<file path="src/rtl/fd_pkg.sv">
// Shared types and defaults for the divided-clock period meter.
package fd_pkg;

    localparam int unsigned FD_WIDTH       = 32;
    localparam int unsigned FD_SYNC_STAGES = 2;

    typedef enum logic [1:0] {
        IDLE    = 2'd0,
        ARM     = 2'd1,
        MEASURE = 2'd2
    } fd_meter_state_t;

endpackage

</file>
<file path="src/rtl/freq_div_meter_if.sv">
// Control/result bundle between a meter and whoever drives and observes it.
interface freq_div_meter_if
    import fd_pkg::*;
#(
    parameter int unsigned WIDTH = FD_WIDTH
) ();

    logic             enable;
    logic             sig_in;
    logic             clear_stat;
    logic [WIDTH-1:0] period;
    logic [WIDTH-1:0] high_time;
    logic             valid;
    logic             locked;
    logic             overflow;

    modport master (
        output enable, sig_in, clear_stat,
        input  period, high_time, valid, locked, overflow
    );

    modport slave (
        input  enable, sig_in, clear_stat,
        output period, high_time, valid, locked, overflow
    );

endinterface

</file>
<file path="src/rtl/fd_edge_sync.sv">
// Multi-flop synchronizer for an asynchronous input followed by registered rise/fall detection.
module fd_edge_sync #(
    parameter int unsigned SYNC_STAGES = 2
) (
    input  logic clk,
    input  logic rst,
    input  logic sig,
    output logic rise,
    output logic fall
);

    // Fewer than two stages is not a synchronizer; clamp silently.
    localparam int unsigned STAGES = (SYNC_STAGES < 2) ? 2 : SYNC_STAGES;

    logic [STAGES-1:0] sync_q;
    logic              prev_q;

    always_ff @(posedge clk or posedge rst) begin
        if (rst) begin
            sync_q <= '0;
            prev_q <= 1'b0;
            rise   <= 1'b0;
            fall   <= 1'b0;
        end else begin
            sync_q <= {sync_q[STAGES-2:0], sig};
            prev_q <= sync_q[STAGES-1];
            rise   <= sync_q[STAGES-1] & ~prev_q;
            fall   <= ~sync_q[STAGES-1] & prev_q;
        end
    end

endmodule

</file>
<file path="src/rtl/freq_div_meter.sv">
// Measures the period (and optionally the high phase) of a divided clock in Clk cycles.
// Optional duty-cycle capture is built when FREQ_DIV_METER_DUTY_MEASURE_EN is defined.
module freq_div_meter
    import fd_pkg::*;
#(
    parameter int unsigned      WIDTH       = FD_WIDTH,
    parameter int unsigned      SYNC_STAGES = FD_SYNC_STAGES,
    parameter logic [WIDTH-1:0] MAX_COUNT   = {WIDTH{1'b1}}
) (
    input logic             Clk,
    input logic             Reset,
    freq_div_meter_if.slave bus
);

    fd_meter_state_t  state_q, state_d;
    logic [WIDTH-1:0] cnt_q, cnt_d;
    logic [WIDTH-1:0] period_q, period_d;
    logic [WIDTH-1:0] high_q, high_d;
    logic             valid_q, valid_d;
    logic             locked_q, locked_d;
    logic             prev_ok_q, prev_ok_d;
    logic             ovf_q, ovf_d;
    logic             rise;
    logic             fall;
    logic [WIDTH-1:0] duty_high;

    fd_edge_sync #(
        .SYNC_STAGES (SYNC_STAGES)
    ) u_sync (
        .clk  (Clk),
        .rst  (Reset),
        .sig  (bus.sig_in),
        .rise (rise),
        .fall (fall)
    );

`ifdef FREQ_DIV_METER_DUTY_MEASURE_EN
    logic [WIDTH-1:0] hi_q;
    logic             fall_seen_q;

    // High phase is the count at the fall; reported only if a fall happened this period.
    always_ff @(posedge Clk or posedge Reset) begin
        if (Reset) begin
            hi_q        <= '0;
            fall_seen_q <= 1'b0;
        end else if (!bus.enable || rise) begin
            fall_seen_q <= 1'b0;
        end else if (state_q == MEASURE && fall) begin
            hi_q        <= cnt_q;
            fall_seen_q <= 1'b1;
        end
    end

    assign duty_high = fall_seen_q ? hi_q : '0;
`else
    logic unused_fall;

    assign unused_fall = fall;
    assign duty_high   = '0;
`endif

    always_ff @(posedge Clk or posedge Reset) begin
        if (Reset) begin
            state_q   <= IDLE;
            cnt_q     <= '0;
            period_q  <= '0;
            high_q    <= '0;
            valid_q   <= 1'b0;
            locked_q  <= 1'b0;
            prev_ok_q <= 1'b0;
            ovf_q     <= 1'b0;
        end else begin
            state_q   <= state_d;
            cnt_q     <= cnt_d;
            period_q  <= period_d;
            high_q    <= high_d;
            valid_q   <= valid_d;
            locked_q  <= locked_d;
            prev_ok_q <= prev_ok_d;
            ovf_q     <= ovf_d;
        end
    end

    // prev_ok marks that period_q holds a period measured in the current run.
    always_comb begin
        state_d   = state_q;
        cnt_d     = cnt_q;
        period_d  = period_q;
        high_d    = high_q;
        valid_d   = 1'b0;
        locked_d  = locked_q;
        prev_ok_d = prev_ok_q;
        ovf_d     = ovf_q;

        if (bus.clear_stat) begin
            ovf_d = 1'b0;
        end

        if (!bus.enable) begin
            state_d   = IDLE;
            cnt_d     = '0;
            locked_d  = 1'b0;
            prev_ok_d = 1'b0;
        end else begin
            case (state_q)
                IDLE: begin
                    state_d   = ARM;
                    locked_d  = 1'b0;
                    prev_ok_d = 1'b0;
                end
                ARM: begin
                    locked_d  = 1'b0;
                    prev_ok_d = 1'b0;
                    if (rise) begin
                        cnt_d   = WIDTH'(1);
                        state_d = MEASURE;
                    end
                end
                MEASURE: begin
                    if (rise) begin
                        period_d  = cnt_q;
                        high_d    = duty_high;
                        valid_d   = 1'b1;
                        locked_d  = prev_ok_q && (cnt_q == period_q);
                        prev_ok_d = 1'b1;
                        cnt_d     = WIDTH'(1);
                    end else if (cnt_q >= MAX_COUNT) begin
                        // Timeout: the set overrides a same-cycle clear.
                        ovf_d     = 1'b1;
                        locked_d  = 1'b0;
                        prev_ok_d = 1'b0;
                        cnt_d     = '0;
                        state_d   = ARM;
                    end else begin
                        cnt_d = cnt_q + WIDTH'(1);
                    end
                end
                default: begin
                    state_d = IDLE;
                    cnt_d   = '0;
                end
            endcase
        end
    end

    assign bus.period    = period_q;
    assign bus.high_time = high_q;
    assign bus.valid     = valid_q;
    assign bus.locked    = locked_q;
    assign bus.overflow  = ovf_q;

endmodule

</file>
<file path="src/flat_wrapper.sv">
// flat-port wrapper written by rule: the top's interface ports become plain ports
module freq_div_meter_flat import fd_pkg::*;
#(
    parameter int unsigned      WIDTH       = FD_WIDTH,
    parameter int unsigned      SYNC_STAGES = FD_SYNC_STAGES,
    parameter logic [WIDTH-1:0] MAX_COUNT   = {WIDTH{1'b1}}
)
  (Clk, Reset, bus_enable, bus_sig_in, bus_clear_stat, bus_period, bus_high_time, bus_valid, bus_locked, bus_overflow);
  freq_div_meter_if #(.WIDTH(WIDTH)) bus_i ();
  input logic Clk;
  input logic Reset;
  input wire logic [$bits(bus_i.enable)-1:0] bus_enable;
  input wire logic [$bits(bus_i.sig_in)-1:0] bus_sig_in;
  input wire logic [$bits(bus_i.clear_stat)-1:0] bus_clear_stat;
  output wire logic [$bits(bus_i.period)-1:0] bus_period;
  output wire logic [$bits(bus_i.high_time)-1:0] bus_high_time;
  output wire logic [$bits(bus_i.valid)-1:0] bus_valid;
  output wire logic [$bits(bus_i.locked)-1:0] bus_locked;
  output wire logic [$bits(bus_i.overflow)-1:0] bus_overflow;
  assign bus_i.enable = bus_enable;
  assign bus_i.sig_in = bus_sig_in;
  assign bus_i.clear_stat = bus_clear_stat;
  assign bus_period = bus_i.period;
  assign bus_high_time = bus_i.high_time;
  assign bus_valid = bus_i.valid;
  assign bus_locked = bus_i.locked;
  assign bus_overflow = bus_i.overflow;
  freq_div_meter #(.WIDTH(WIDTH), .SYNC_STAGES(SYNC_STAGES), .MAX_COUNT(MAX_COUNT)) u_core (.Clk(Clk), .Reset(Reset), .bus(bus_i));
endmodule
</file>
<file path="config.mk">
export PLATFORM = sky130hd
export DESIGN_NAME = freq_div_meter_flat
export DESIGN_NICKNAME = d
export VERILOG_FILES = /design/src/rtl/fd_pkg.sv /design/src/rtl/freq_div_meter_if.sv /design/src/rtl/fd_edge_sync.sv /design/src/rtl/freq_div_meter.sv /design/src/flat_wrapper.sv
export SDC_FILE = /design/constraint.sdc
export NUM_CORES = 1
export LEC_CHECK = 0
export BUFFER_PORTS_ARGS = -buffer_cell sky130_fd_sc_hd__clkbuf_2
export CORE_ASPECT_RATIO = 1.1
export CORE_MARGIN = 5
export CORE_UTILIZATION = 45
export DETAILED_ROUTE_END_ITERATION = 10
export PLACE_DENSITY_LB_ADDON = 0.1
export SLEW_MARGIN = 10
export SYNTH_ARGS = -nofsm -noshare
export SYNTH_HDL_FRONTEND = slang
export SYNTH_SLANG_ARGS = --single-unit
export TNS_END_PERCENT = 50
</file>
<file path="constraint.sdc">
create_clock -name Clk -period 2.4 [get_ports Clk]
set_clock_uncertainty 0.15 [all_clocks]
set_input_delay 0.24 -clock Clk [delete_from_list [all_inputs] [get_ports Clk]]
set_output_delay 0.24 -clock Clk [all_outputs]
set_load 0.005 [all_outputs]
</file>
==> results of run 1 <==
[cell usage after synthesis, types with 2 or more instances]
library cell   n
a21oi_1        5
a31oi_1        3
and3_1         3
and4_1         3
buf_2          8
buf_4         34
buf_6          4
clkbuf_1      10
dfrtp_1       74
ha_1           5
inv_1         13
mux2_2        29
nand2_1       25
nand3_1       16
nand4_1       20
nor2_1        29
nor2b_1        3
nor3_1         8
nor3b_1        2
nor4_1        13
o21ai_0       12
o22ai_1        2
o31ai_1        2
or3_1          3
or4_1          4
xnor2_1       33
xor2_1        22
[per-stage QoR]
step	cell area, um2	instances
6_report	4750	589
5_1_grt	4750	589
4_1_cts	4740	589
3_5_place_dp	4540	572
3_3_place_gp	4540	572
2_1_floorplan	4230	434
[what timing repair did]
action                                 4_1_cts  5_1_grt
hold buffers                                 3        0
resized for setup                            0        2
setup endpoints to repair                    0        2
setup buffers                                0        0
endpoints found under the hold margin       25        0
[per-layer routing]
metal / vias up / part of all wire (%)
li1: 1472 / -
met4: 0 / 2.4
met3: 15 / 5.8
met5: - / 0
met1: 1536 / 47
met2: 83 / 45
[sequential cells by signal, summed over array words and instances (netlist names)]
signal,flops
u_core.bus.locked,1
u_core.bus.overflow,1
u_core.bus.period,32
u_core.bus.valid,1
u_core.cnt_q,32
u_core.prev_ok_q,1
u_core.state_q,2
u_core.u_sync.prev_q,1
u_core.u_sync.rise,1
u_core.u_sync.sync_q,2
[final timing paths]
kind | startpoint | end | slack, ps | cells after the start
min in group asynchronous | Reset | u_core.bus.period[3] | 320 | 3
worst min-delay path | bus_enable | u_core.state_q[1] | 100 | 3
worst min register to register | u_core.u_sync.sync_q[0] | u_core.u_sync.sync_q[1] | 210 | 0
max in group asynchronous | Reset | u_core.cnt_q[14] | 1010 | 5
worst max register to register | u_core.cnt_q[0] | u_core.state_q[0] | 100 | 6
worst max-delay path | u_core.cnt_q[0] | u_core.state_q[0] | 100 | 6
[cell type report]
cell class,count,area (um2)
clock buffers,10,128
flip-flops and latches,74,1850
well taps,114,143
clock inverters,4,45.0
inverters,13,48.8
repair buffers,84,578
multi-input cells,290,1960
fillers,845,4120
[power by group through the flow]
stage          Sequential, mW  Combinational (mW)  Clock, mW
6_report                 1.28               0.428      0.913
5_1_grt                  1.28               0.480       1.01
4_1_cts                  1.28               0.427      0.941
3_5_place_dp             1.30               0.421          0
3_3_place_gp             1.30               0.415          0
2_1_floorplan            1.31               0.318          0
[tightest hold or removal path: cells and delay by family]
| family | cells | cell delay, ps |
|---|---|---|
| compound gates | 1 | 40 |
| simple gates | 1 | 100 |
| buf+inv | 1 | 190 |
[cell families after synthesis]
logic type	after synthesis
AO/OA/AOI/OAI	32
other	1
AND/OR/NAND/NOR	137
buffers and inverters	70
multiplexers	29
adder cells (fa/ha/maj)	5
XOR/XNOR	55
flip-flops	74
==> results.json, run 1 <==
{
  "slew_viol_final": 0,
  "die_y_um": 110,
  "max_freq_mhz": 435,
  "seq_power_share_pct": 48.9,
  "setup_slack_ps": 101,
  "required_ps": 2490,
  "ios": 72,
  "insertion_delay_ps": 350,
  "post-route-drc-count": 0,
  "cts-root-buf": "clkbuf_8",
  "die_area_um2": 11100,
  "vias": 3106,
  "layout_worst_path_cycle_share_pct": 95.8,
  "grt_pass1_wl_um": 15900,
  "synth-edff-count": 0,
  "clock_sinks": 74,
  "grt_usage_pct": 18.7,
  "drt_first_pass_iters": 4,
  "synth_xor_area_share_pct": 11.7,
  "tightest_slew_ps": 553,
  "min_period_ps": 2300,
  "nNetsFinal": 482,
  "final_common_cell": "dfrtp_1",
  "ant_nets": 0,
  "area_growth_pct": 15.7,
  "numPortBuffers": 39,
  "first_global_vias": 3120,
  "routed_via_density": 5.27,
  "cts_max_level": 3,
  "syn-cell-area_um2": 4110,
  "synth_compound_area_share_pct": 5.05,
  "cts_tree": "yes",
  "cts_buffers": 9,
  "synthFlopType": "dfrtp_1",
  "p_int_mw": 1.88,
  "synth.avg_cell_area_um2": 10.2,
  "antenna_found_initial": 0,
  "fin_hold_ws_ps": 96.6,
  "cp_top_family": "simple AND/OR/NAND/NOR gates",
  "yosysTopAreaCell": "dfrtp_1",
  "finalPower_mw": 2.62,
  "finalSetupViolations": 0,
  "met3_usage_pct": 4.22,
  "critPathSlowestCell": "or4b_4",
  "tns_ps": 0,
  "yosys.area_share.simple_pct": 18.1,
  "wirelength_um": 9680,
  "core_um2": 8870,
  "p_switching_mw": 0.737,
  "clk_pin_slew_ps": 70,
  "hold_viol": 0,
  "synthAdderAreaFrac_pct": 1.52,
  "synth_top_family_by_area": "simple AND/OR/NAND/NOR gates",
  "p_comb_share_pct": 16.3,
  "path_buf_inv": 0,
  "clockBufferDepth": 2,
  "critPathLaunchType": "flip-flop",
  "ys_types": 45,
  "p_sw_share_pct": 28.1,
  "fin_util_pct": 53.6,
  "row_count": 36,
  "rsz0062_at_grt": "no",
  "power_density_nw_per_um2": 551,
  "critPathArrivalTime_ps": 2390,
  "die_w_um": 101,
  "peakVddDrop_v": 0.000303,
  "critPathMaxFanout": 10,
  "preCtsSetupSlack_ps": 120,
  "ys_warn_count": 0,
  "start_util_pct": 46.3,
  "cellLeakagePower_nw": 2.29,
  "worstSetupPathType": "reg -> reg",
  "busiest_layer": "met2",
  "relSlewSlack_pct": 63.1,
  "dp_hpwl_um": 7130,
  "grt_max_degree": 39,
  "synth_area_leaders": "dfrtp_1 45%, mux2_2 7.9%, xnor2_1 7.0%",
  "clkPwrFrac_pct": 34.8,
  "grtUsageMet1_pct": 25.6,
  "drive_gt1_share_pct": 28.0,
  "grt_util_met2_pct": 28.3,
  "diodes": 0,
  "cp_cell_sequence": "ha_2 -> nand4_1 -> or2_1 -> or4b_4 -> o31a_1 -> o211a_1",
  "place_congestion": 0.848,
  "async_flop_share_pct": 100,
  "overflow": 0,
  "ys_ff_latch": 74,
  "drt_first_iter_violations": 111,
  "hold_path_class": "in -> reg",
  "synthMuxAreaShare_pct": 7.95,
  "syn_inst": 403,
  "run_status": "complete, no violations",
  "yosysTopAreaCellShare_pct": 45.1,
  "maxCapViolCount": 0,
  "yosysSeqAreaShare_pct": 45.1,
  "routedWlPerCell_um": 16.4,
  "critPathCaptureType": "flip-flop",
  "cpPeakStageDelay_ps": 590,
  "layout_common_cells": "74 x dfrtp_1, 39 x clkbuf_2, 39 x buf_4"
}
No activity file was read; power rests on OpenSTA's default activity.
==> inputs of run 2 (changes only) <==
--- a/config.mk
+++ b/config.mk
@@ -9,6 +9,7 @@
 export CORE_ASPECT_RATIO = 1.1
 export CORE_MARGIN = 5
 export CORE_UTILIZATION = 45
+export CTS_BUF_LIST = sky130_fd_sc_hd__clkbuf_16
 export DETAILED_ROUTE_END_ITERATION = 10
 export PLACE_DENSITY_LB_ADDON = 0.1
 export SLEW_MARGIN = 10
==> run 2 against run 1 <==
Design area increased by 2.1%. Combinational power barely moved. Fmax is 0.14% higher. Non-clock buffer count unchanged. Clock power up 39%. Core utilization up 1.1 points. Critical path type unchanged. Critical endpoint unchanged. Largest cell class unchanged. Highest routed layer unchanged.
==> results.json, run 2 (synthesized netlist as in run 1, its figures left out) <==
{
  "cts_max_level": 3,
  "dp_hpwl_um": 7130,
  "clockBufferDepth": 2,
  "post-route-drc-count": 0,
  "cts_tree": "yes",
  "critPathLaunchType": "flip-flop",
  "critPathCaptureType": "flip-flop",
  "relSlewSlack_pct": 62.9,
  "row_count": 36,
  "cts_buffers": 9,
  "start_util_pct": 46.3,
  "place_congestion": 0.848,
  "die_y_um": 110,
  "critPathArrivalTime_ps": 2370,
  "grt_pass1_wl_um": 16000,
  "clk_pin_slew_ps": 50,
  "layout_common_cells": "74 x dfrtp_1, 39 x clkbuf_2, 39 x buf_4",
  "vias": 3108,
  "antenna_found_initial": 0,
  "drive_gt1_share_pct": 28.0,
  "max_freq_mhz": 436,
  "tightest_slew_ps": 556,
  "rsz0062_at_grt": "no",
  "area_growth_pct": 18.1,
  "cellLeakagePower_nw": 2.34,
  "ant_nets": 0,
  "final_common_cell": "dfrtp_1",
  "n_fill_cell": 821,
  "peakVddDrop_v": 0.000290,
  "nNetsFinal": 482,
  "worstSetupPathType": "reg -> reg",
  "grt_usage_pct": 18.8,
  "slew_viol_final": 0,
  "cts-root-buf": "clkbuf_16",
  "critPathMaxFanout": 10,
  "layout_worst_path_cycle_share_pct": 95.7,
  "first_global_vias": 3119,
  "wirelength_um": 9670,
  "run_status": "complete, no violations",
  "hold_viol": 0,
  "grt_max_degree": 39,
  "postCtsSetupRepairBufs": 0,
  "drt_first_iter_violations": 98,
  "setup_slack_ps": 104,
  "hold_depth": 3,
  "routed_via_density": 5.28,
  "tns_ps": 0,
  "die_area_um2": 11100,
  "maxCapViolCount": 0,
  "numPortBuffers": 39,
  "preCtsSetupSlack_ps": 120,
  "core_um2": 8870,
  "overflow": 0,
  "reg2regPathDepth": 6,
  "die_w_um": 101,
  "min_period_ps": 2300,
  "finalSetupViolations": 0,
  "hold_path_class": "in -> reg",
  "routedWlPerCell_um": 16.4,
  "ios": 72,
  "power_density_nw_per_um2": 613,
  "drt_first_pass_iters": 4,
  "insertion_delay_ps": 330,
  "clock_sinks": 74,
  "required_ps": 2470,
  "diodes": 0
}
[run 2: changes by cell type in the layout (fill, tap and decap cells not counted)]
cell	before	now
clkbuf_8	9	0
clkbuf_16	0	9
clkbuf_1	1	0
inv_1	12	13
[run 2: final cells by class]
cell class | count | area [um2] | share of cell area, %
inverters | 13 | 48.8 | 1.00
well taps | 114 | 143 | 2.94
repair buffers | 84 | 578 | 11.9
flip-flops and latches | 74 | 1850 | 38.1
multi-input cells | 290 | 1960 | 40.4
clock buffers | 9 | 225 | 4.64
clock inverters | 5 | 48.8 | 1.00
[run 2: layer usage]
metal  track usage [%]  share of wire [%]
met1              25.5                 46
met2              28.1                 45
met3              4.66                6.5
met5                 0                  0
met4              9.12                2.9
[run 2: where the power goes]
group          switching, mW  internal [mW]  leakage, nW
sequential            0.0162           1.27         1.02
clock                  0.483          0.783        0.142
combinational          0.272          0.155         1.17
[run 2: critical path: stages (launching register included)]
cell and delay (ps):
dfrtp_1 360, ha_2 230, nand4_1 100, or2_1 250, or4b_4 590, o31a_1 310, o211a_1 200
[run 2: worst paths after layout]
check / startpoint / endpoint / slack, ps
worst min register to register: u_core.u_sync.sync_q[0] / u_core.u_sync.sync_q[1] / 210
min in group asynchronous: Reset / u_core.bus.period[3] / 350
worst max-delay path: u_core.cnt_q[0] / u_core.state_q[0] / 100
worst min-delay path: bus_enable / u_core.state_q[1] / 110
max in group asynchronous: Reset / u_core.bus.period[16] / 980
worst max register to register: u_core.cnt_q[0] / u_core.state_q[0] / 100
[run 2: through the flow]
stage | power [mW] | util, % | std cells | area, um2 | hold slack, ps
2_1_floorplan | 1.62 | - | 434 | 4230 | 121
3_3_place_gp | 1.72 | 51.2 | 572 | 4540 | 153
3_5_place_dp | 1.72 | 51.2 | 572 | 4540 | 152
4_1_cts | 3.01 | 54.6 | 589 | 4850 | 101
5_1_grt | 3.13 | 54.7 | 589 | 4860 | 169
6_report | 2.98 | 54.7 | 589 | 4860 | 113
[run 2: what timing repair did]
action | 4_1_cts | 5_1_grt
gates resized for setup | 0 | 2
endpoints found under the hold margin | 25 | 0
hold buffers | 3 | 0
setup endpoints to repair | 0 | 2
